**src/rtl/axi2mem_wr_channel_mp.sv**
```systemverilog
`default_nettype none
// ============================================================================
// Module   : axi2mem_wr_channel_mp
// Purpose  : AXI4 write-channel front end to a multi-lane, word-addressed
//            memory. Each W beat is split into NB_LANES 32-bit word requests
//            with byte enables. INCR and FIXED bursts are served; WRAP and
//            reserved burst types are drained and answered with SLVERR.
//            B responses are queued, with their IDs, in a small FIFO.
// Ports    : clk_i, rst_i            clock, synchronous active-high reset
//            aw_*                    write address channel (slave side)
//            w_*                     write data channel (slave side)
//            b_*                     write response channel (slave side)
//            mem_req_o/mem_gnt_i     per-lane request / grant
//            mem_add_o/wdata/be      per-lane word address, data, byte enables
//                                    (lane i at bits [32*i +: 32] / [4*i +: 4])
//            busy_o                  burst active or B responses pending
// Options  : `define AXI2MEM_WR_LANE_SKIP_EN to skip lanes whose four strobe
//            bits are all zero (no request is issued for them).
// Revision : 1.0 - initial release
// ============================================================================
module axi2mem_wr_channel_mp #(
    parameter int AXI_ADDR_WIDTH = 32,
    parameter int AXI_DATA_WIDTH = 64,
    parameter int AXI_ID_WIDTH   = 4,
    parameter int B_FIFO_DEPTH   = 4,
    localparam int NB_LANES       = AXI_DATA_WIDTH / 32,
    localparam int AXI_STRB_WIDTH = AXI_DATA_WIDTH / 8
) (
    input  logic                      clk_i,
    input  logic                      rst_i,
    input  logic                      aw_valid_i,
    output logic                      aw_ready_o,
    input  logic [AXI_ADDR_WIDTH-1:0] aw_addr_i,
    input  logic [7:0]                aw_len_i,
    input  logic [2:0]                aw_size_i,
    input  logic [1:0]                aw_burst_i,
    input  logic [AXI_ID_WIDTH-1:0]   aw_id_i,
    input  logic                      w_valid_i,
    output logic                      w_ready_o,
    input  logic [AXI_DATA_WIDTH-1:0] w_data_i,
    input  logic [AXI_STRB_WIDTH-1:0] w_strb_i,
    input  logic                      w_last_i,
    output logic                      b_valid_o,
    input  logic                      b_ready_i,
    output logic [1:0]                b_resp_o,
    output logic [AXI_ID_WIDTH-1:0]   b_id_o,
    output logic [NB_LANES-1:0]       mem_req_o,
    output logic [NB_LANES*32-1:0]    mem_add_o,
    output logic [NB_LANES*32-1:0]    mem_wdata_o,
    output logic [NB_LANES*4-1:0]     mem_be_o,
    input  logic [NB_LANES-1:0]       mem_gnt_i,
    output logic                      busy_o
);

    localparam int              OFFS_BITS  = $clog2(AXI_STRB_WIDTH);
    localparam int              PTR_W      = $clog2(B_FIFO_DEPTH);
    localparam int              CNT_W      = PTR_W + 1;
    localparam logic [2:0]      MAX_SIZE   = 3'(OFFS_BITS);
    localparam logic [31:0]     ALIGN_MASK = 32'(AXI_STRB_WIDTH - 1);
    localparam logic [CNT_W-1:0] DEPTH_C   = CNT_W'(B_FIFO_DEPTH);
    localparam logic [1:0]      RESP_OKAY  = 2'b00;
    localparam logic [1:0]      RESP_SLVERR = 2'b10;

    typedef enum logic [1:0] {
        IDLE      = 2'd0,
        BURST     = 2'd1,
        ERR_DRAIN = 2'd2
    } state_e;

    state_e                  state_q;
    logic                    hold_q;
    logic [31:0]             addr_q;
    logic [7:0]              len_q;
    logic [2:0]              size_q;
    logic                    fixed_q;
    logic [AXI_ID_WIDTH-1:0] id_q;
    logic [7:0]              beat_cnt_q;
    logic [NB_LANES-1:0]     done_q;
    logic                    last_err_q;

    logic [AXI_ID_WIDTH+1:0] fifo_q [B_FIFO_DEPTH];
    logic [PTR_W-1:0]        wr_ptr_q;
    logic [PTR_W-1:0]        rd_ptr_q;
    logic [CNT_W-1:0]        count_q;
    logic [CNT_W-1:0]        count_d;

    logic                    in_burst;
    logic                    aw_fire;
    logic                    last_beat;
    logic                    beat_done;
    logic                    drain_hs;
    logic                    push;
    logic                    pop;
    logic [1:0]              push_resp;
    logic [NB_LANES-1:0]     skip;
    logic [NB_LANES-1:0]     lane_done;
    logic [31:0]             lane_base;
    logic [31:0]             beat_addr_d;
    logic [AXI_ID_WIDTH+1:0] fifo_head;

    assign in_burst  = (state_q == BURST);
    assign last_beat = (beat_cnt_q == len_q);

    // Reset keeps aw_ready low for one extra cycle so that every output
    // reads zero in the cycle that follows the reset edge.
    assign aw_ready_o = (state_q == IDLE) && !hold_q && (count_q < DEPTH_C);
    assign aw_fire    = aw_valid_i && aw_ready_o;

    // Lanes already granted (or skipped) in this beat are not requested again.
    assign lane_done = done_q | skip;
    assign mem_req_o = {NB_LANES{in_burst & w_valid_i}} & ~lane_done;
    assign beat_done = in_burst && w_valid_i && (&(lane_done | (mem_req_o & mem_gnt_i)));
    assign drain_hs  = (state_q == ERR_DRAIN) && w_valid_i;

    assign w_ready_o = beat_done || drain_hs;

    // The counter, not w_last_i, terminates a burst; a misplaced or missing
    // WLAST only turns the response into SLVERR.
    assign push      = (beat_done || drain_hs) && last_beat;
    assign push_resp = (drain_hs || last_err_q || !w_last_i) ? RESP_SLVERR : RESP_OKAY;
    assign pop       = b_valid_o && b_ready_i;

    assign lane_base   = addr_q & ~ALIGN_MASK;
    assign beat_addr_d = fixed_q ? addr_q : (addr_q + (32'd1 << size_q));

    generate
        for (genvar i = 0; i < NB_LANES; i++) begin : g_lane
            assign mem_add_o[32*i +: 32]   = in_burst ? (lane_base | 32'(4 * i)) : 32'd0;
            assign mem_wdata_o[32*i +: 32] = in_burst ? w_data_i[32*i +: 32] : 32'd0;
            assign mem_be_o[4*i +: 4]      = in_burst ? w_strb_i[4*i +: 4] : 4'd0;
`ifdef AXI2MEM_WR_LANE_SKIP_EN
            assign skip[i] = ~|w_strb_i[4*i +: 4];
`else
            assign skip[i] = 1'b0;
`endif
        end
    endgenerate

    // B response FIFO
    assign fifo_head = fifo_q[rd_ptr_q];
    assign b_valid_o = (count_q != '0);
    assign b_id_o    = b_valid_o ? fifo_head[AXI_ID_WIDTH+1:2] : '0;
    assign b_resp_o  = b_valid_o ? fifo_head[1:0] : 2'b00;
    assign busy_o    = (state_q != IDLE) || b_valid_o;

    always_comb begin
        count_d = count_q;
        case ({push, pop})
            2'b10:   count_d = count_q + CNT_W'(1);
            2'b01:   count_d = count_q - CNT_W'(1);
            default: count_d = count_q;
        endcase
    end

    always_ff @(posedge clk_i) begin
        if (push) begin
            fifo_q[wr_ptr_q] <= {id_q, push_resp};
        end
    end

    always_ff @(posedge clk_i) begin
        if (rst_i) begin
            state_q    <= IDLE;
            hold_q     <= 1'b1;
            addr_q     <= '0;
            len_q      <= '0;
            size_q     <= '0;
            fixed_q    <= 1'b0;
            id_q       <= '0;
            beat_cnt_q <= '0;
            done_q     <= '0;
            last_err_q <= 1'b0;
            wr_ptr_q   <= '0;
            rd_ptr_q   <= '0;
            count_q    <= '0;
        end else begin
            hold_q  <= 1'b0;
            count_q <= count_d;
            if (push) begin
                wr_ptr_q <= wr_ptr_q + PTR_W'(1);
            end
            if (pop) begin
                rd_ptr_q <= rd_ptr_q + PTR_W'(1);
            end

            case (state_q)
                IDLE: begin
                    if (aw_fire) begin
                        addr_q     <= aw_addr_i[31:0];
                        len_q      <= aw_len_i;
                        // Sizes wider than the bus behave as a full-width beat.
                        size_q     <= (aw_size_i > MAX_SIZE) ? MAX_SIZE : aw_size_i;
                        fixed_q    <= (aw_burst_i == 2'b00);
                        id_q       <= aw_id_i;
                        beat_cnt_q <= '0;
                        done_q     <= '0;
                        last_err_q <= 1'b0;
                        state_q    <= aw_burst_i[1] ? ERR_DRAIN : BURST;
                    end
                end
                BURST: begin
                    if (beat_done) begin
                        done_q     <= '0;
                        beat_cnt_q <= beat_cnt_q + 8'd1;
                        addr_q     <= beat_addr_d;
                        if (last_beat) begin
                            state_q <= IDLE;
                        end else if (w_last_i) begin
                            last_err_q <= 1'b1;
                        end
                    end else if (w_valid_i) begin
                        done_q <= done_q | (mem_req_o & mem_gnt_i);
                    end
                end
                ERR_DRAIN: begin
                    if (w_valid_i) begin
                        beat_cnt_q <= beat_cnt_q + 8'd1;
                        if (last_beat) begin
                            state_q <= IDLE;
                        end
                    end
                end
                default: state_q <= IDLE;
            endcase
        end
    end

endmodule
`default_nettype wire

```
**config.mk**
```make
export PLATFORM = sky130hd
export DESIGN_NAME = axi2mem_wr_channel_mp
export DESIGN_NICKNAME = d
export VERILOG_FILES = /design/src/rtl/axi2mem_wr_channel_mp.sv
export SDC_FILE = /design/constraint.sdc
export NUM_CORES = 1
export LEC_CHECK = 0
export CAP_MARGIN = 20
export CORE_ASPECT_RATIO = 1.75
export CORE_UTILIZATION = 51
export CTS_CLUSTER_DIAMETER = 50
export DETAILED_ROUTE_END_ITERATION = 8
export DONT_BUFFER_PORTS = 1
export MAX_ROUTING_LAYER = met4
export PLACE_DENSITY = 0.68
export SLEW_MARGIN = 20
export SYNTH_ARGS = -nofsm -noshare
export SYNTH_HDL_FRONTEND = slang
export SYNTH_SLANG_ARGS = --single-unit
```
**constraint.sdc**
```tcl
create_clock -name clk_i -period 6.7 [get_ports clk_i]
set_clock_uncertainty 0.15 [all_clocks]
set_input_delay 1.34 -clock clk_i [delete_from_list [all_inputs] [get_ports clk_i]]
set_output_delay 1.34 -clock clk_i [all_outputs]
set_load 0.005 [all_outputs]
```
==> flow_metrics.py <==
metrics = {
    "placed_design": {
        "numPortBuffers": 0,
        "place_hpwl_mm": 14.60,
        "pre_cts_ws_ns": 3.104,
        "globalplace.congestion": 0.9511,
    },
    "worst_setup_path": {
        "crit_path_end_kind": "output pin",
        "r2r_slack_ns": 3.34,
        "start_kind": "flip-flop",
        "setup.worst_path.class": "reg -> out",
        "cp.arrival_ns": 2.32,
        "cp.required_ns": 5.21,
        "path_max_fanout": 69,
    },
    "synth": {
        "syn-mean-instance-area_um2": 8.323,
        "yosys_register_bits": 91,
        "synth.top_cell.area_share_pct": 24.15,
        "ys.flop_type": "dfxtp_1",
        "synth_top_area_cell": "dfxtp_1",
        "syn_area_mm2": 0.005884,
        "synthTopCellsByArea": "dfxtp_1 (24%), and2_1 (12%), edfxtp_1 (10%)",
        "synth-edff-count": 20,
        "ys_async_sr_fraction_pct": 0,
        "ys_seq_area_share_pct": 34.36,
        "yosys_warnings": 0,
        "yosysMostFrequentCell": "and2_1",
        "syn-instance-count": 707,
        "yosys-top-cells-count": "and2_1 (110), nand2_1 (76), dfxtp_1 (71), nor2_1 (49), a21oi_1 (42)",
        "synth_cell_types": 63,
    },
    "route": {
        "route.vias.total": 5060,
        "drt-total-wl_mm": 18.83,
        "drc": 0,
        "drtIter0Drc": 276,
        "antenna_left": 0,
        "via_per_inst": 6.341,
        "avgRoutedWirePerCell_um": 23.59,
        "first_pass_iters": 5,
    },
    "global_route": {
        "groute.usage.overall_pct": 32.12,
        "grt_max_degree": 70,
        "grt_pass1_wl_mm": 28.28,
        "grt_pass1_vias": 4932,
        "overflow": 0,
        "grt_antenna_before_repair": 12,
    },
    "sta": {
        "setup_ws_ns": 2.893,
        "rsz0062_at_grt": "no",
        "finalCritPeriodShare_pct": 56.82,
        "drv_slew": 0,
        "worstMarginPinSlew_ns": 0.7054,
        "whs_ns": 0.3197,
        "slew-limit-headroom_pct": 52.61,
        "setup-violations-final": 0,
        "hold_violations": 0,
        "period_minus_slack_ns": 3.807,
        "fmax_ghz": 0.2627,
        "fin_setup_tns_ns": 0,
    },
    "min_path": {
        "hp-class": "reg -> reg",
    },
    "layout": {
        "drive_gt1_share_pct": 5.488,
        "area_growth_pct": 2.339,
        "nets": 800,
    },
    "flow_run": {
        "maxCapViolCount": 0,
    },
    "floorplanning": {
        "ios": 277,
        "chipWidth_um": 83.20,
        "fp.coreArea_mm2": 0.01117,
        "initial_utilization_pct": 52.69,
        "dieArea_mm2": 0.01199,
        "placementRows": 51,
        "dieHeight_um": 144.1,
    },
    "power_and_ir_drop": {
        "p_leak_nw": 2.270,
        "max-vdd-ir-drop_v": 0.0002583,
        "p_per_area_mw_per_mm2": 361.0,
    },
    "cts": {
        "clkSlewWorstSetupHoldPaths_ns": 0.07,
        "numCtsBuffers": 9,
        "cts_resized": 0,
        "clkLatencyLatePin_ns": 0.36,
        "cts.path.max_buffers": 2,
        "htreeDepth": 3,
        "cts_setup_buffers": 0,
        "cts_tree": "done",
        "clock_sinks": 91,
        "holdBufCountCts": 0,
        "cts_root_buf": "clkbuf_16",
    },
    "status": {
        "outcome": "finished clean",
    },
}
cell usage in the layout, fill, tap and decap left out, types with 6 or more instances in the layout:
cell and n:
inv_1 16, nand4_1 10, o21ai_0 14, nor2_1 49
nand3_1 16, nor4_1 7, nand2_1 76, a211oi_1 10
a31oi_1 11, conb_1 6, diode_2 10, xnor2_1 8
mux2i_1 14, and3_1 11, edfxtp_1 20, a21o_1 9
dfxtp_1 71, clkbuf_16 9, a21oi_1 41, o211ai_1 6
ha_1 17, or3_1 7, xor2_1 18, nor3_1 14
and2_1 110
cells by family (layout without fill, tap and decap cells):
logic type	Yosys count	count (layout)	synth area share [%]
AOI/OAI and AO/OA	128	128	14.48
xor gates and xnor gates	26	26	3.870
adders and majority gates	20	20	4.508
buffers and inverters	93	37	8.314
DFF	91	91	34.36
muxes	21	21	4.678
other	1	16	0.06373
and+or+nand+nor	327	327	29.73
per-stage QoR:
step,util [%],power (mW),cells,area (um^2)
4_1_cts,53.70,2.171,788,5997
3_3_place_gp,50.98,1.632,772,5693
2_1_floorplan,-,1.459,712,5903
6_report,53.93,2.174,798,6022
5_1_grt,53.93,2.303,798,6022
3_5_place_dp,50.98,1.659,772,5693
path summary, 6_finish.rpt:
kind	start	end	cells after the start
worst max-delay path	state_q[1]	mem_add_o[13]	4
worst min-delay path	addr_q[2]	addr_q[2]	2
worst max register to register	state_q[1]	addr_q[31]	8
worst min register to register	addr_q[2]	addr_q[2]	2
metal layers:
layer	vias up	global-route usage [%]	part of all wire (%)
met5	-	-	0
met2	294	57.94	52
met4	0	23.68	7.2
met3	63	5.251	7.2
met1	2370	30.88	34
li1	2333	-	-
sequential cells by signal, summed over array words and instances (netlist names), 3 cells and up, named ones only:
name and cells:
beat_cnt_q 8, size_q 3, addr_q 32, id_q 4, count_q 3, len_q 8
fifo_q 20
power breakdown:
part / total, mW / leakage, nW / internal [mW] / switching (mW)
sequential: 0.768 / 0.762 / 0.656 / 0.112
combinational: 0.891 / 1.36 / 0.322 / 0.570
clock: 0.515 / 0.150 / 0.267 / 0.248
total: 2.17 / 2.27 / 1.24 / 0.930
area by class of cell:
type                            instances  area [um^2]
Multi-Input combinational cell        528         3408
Timing Repair Buffer                    5        37.54
Clock buffer                            9        225.2
Antenna cell                           10        25.02
Sequential cell                        91         2022
Clock inverter                          7        78.83
Fill cell                            1058         5145
Inverter                               16        60.06
Tap cell                              132        165.2
worst max-delay path: stages (launching register included):
cell and delay [ns]:
dfxtp_1 0.33, inv_1 0.12, ha_4 0.50, buf_4 0.60, and2_0 0.40
Power figures use the tool's default switching activity.
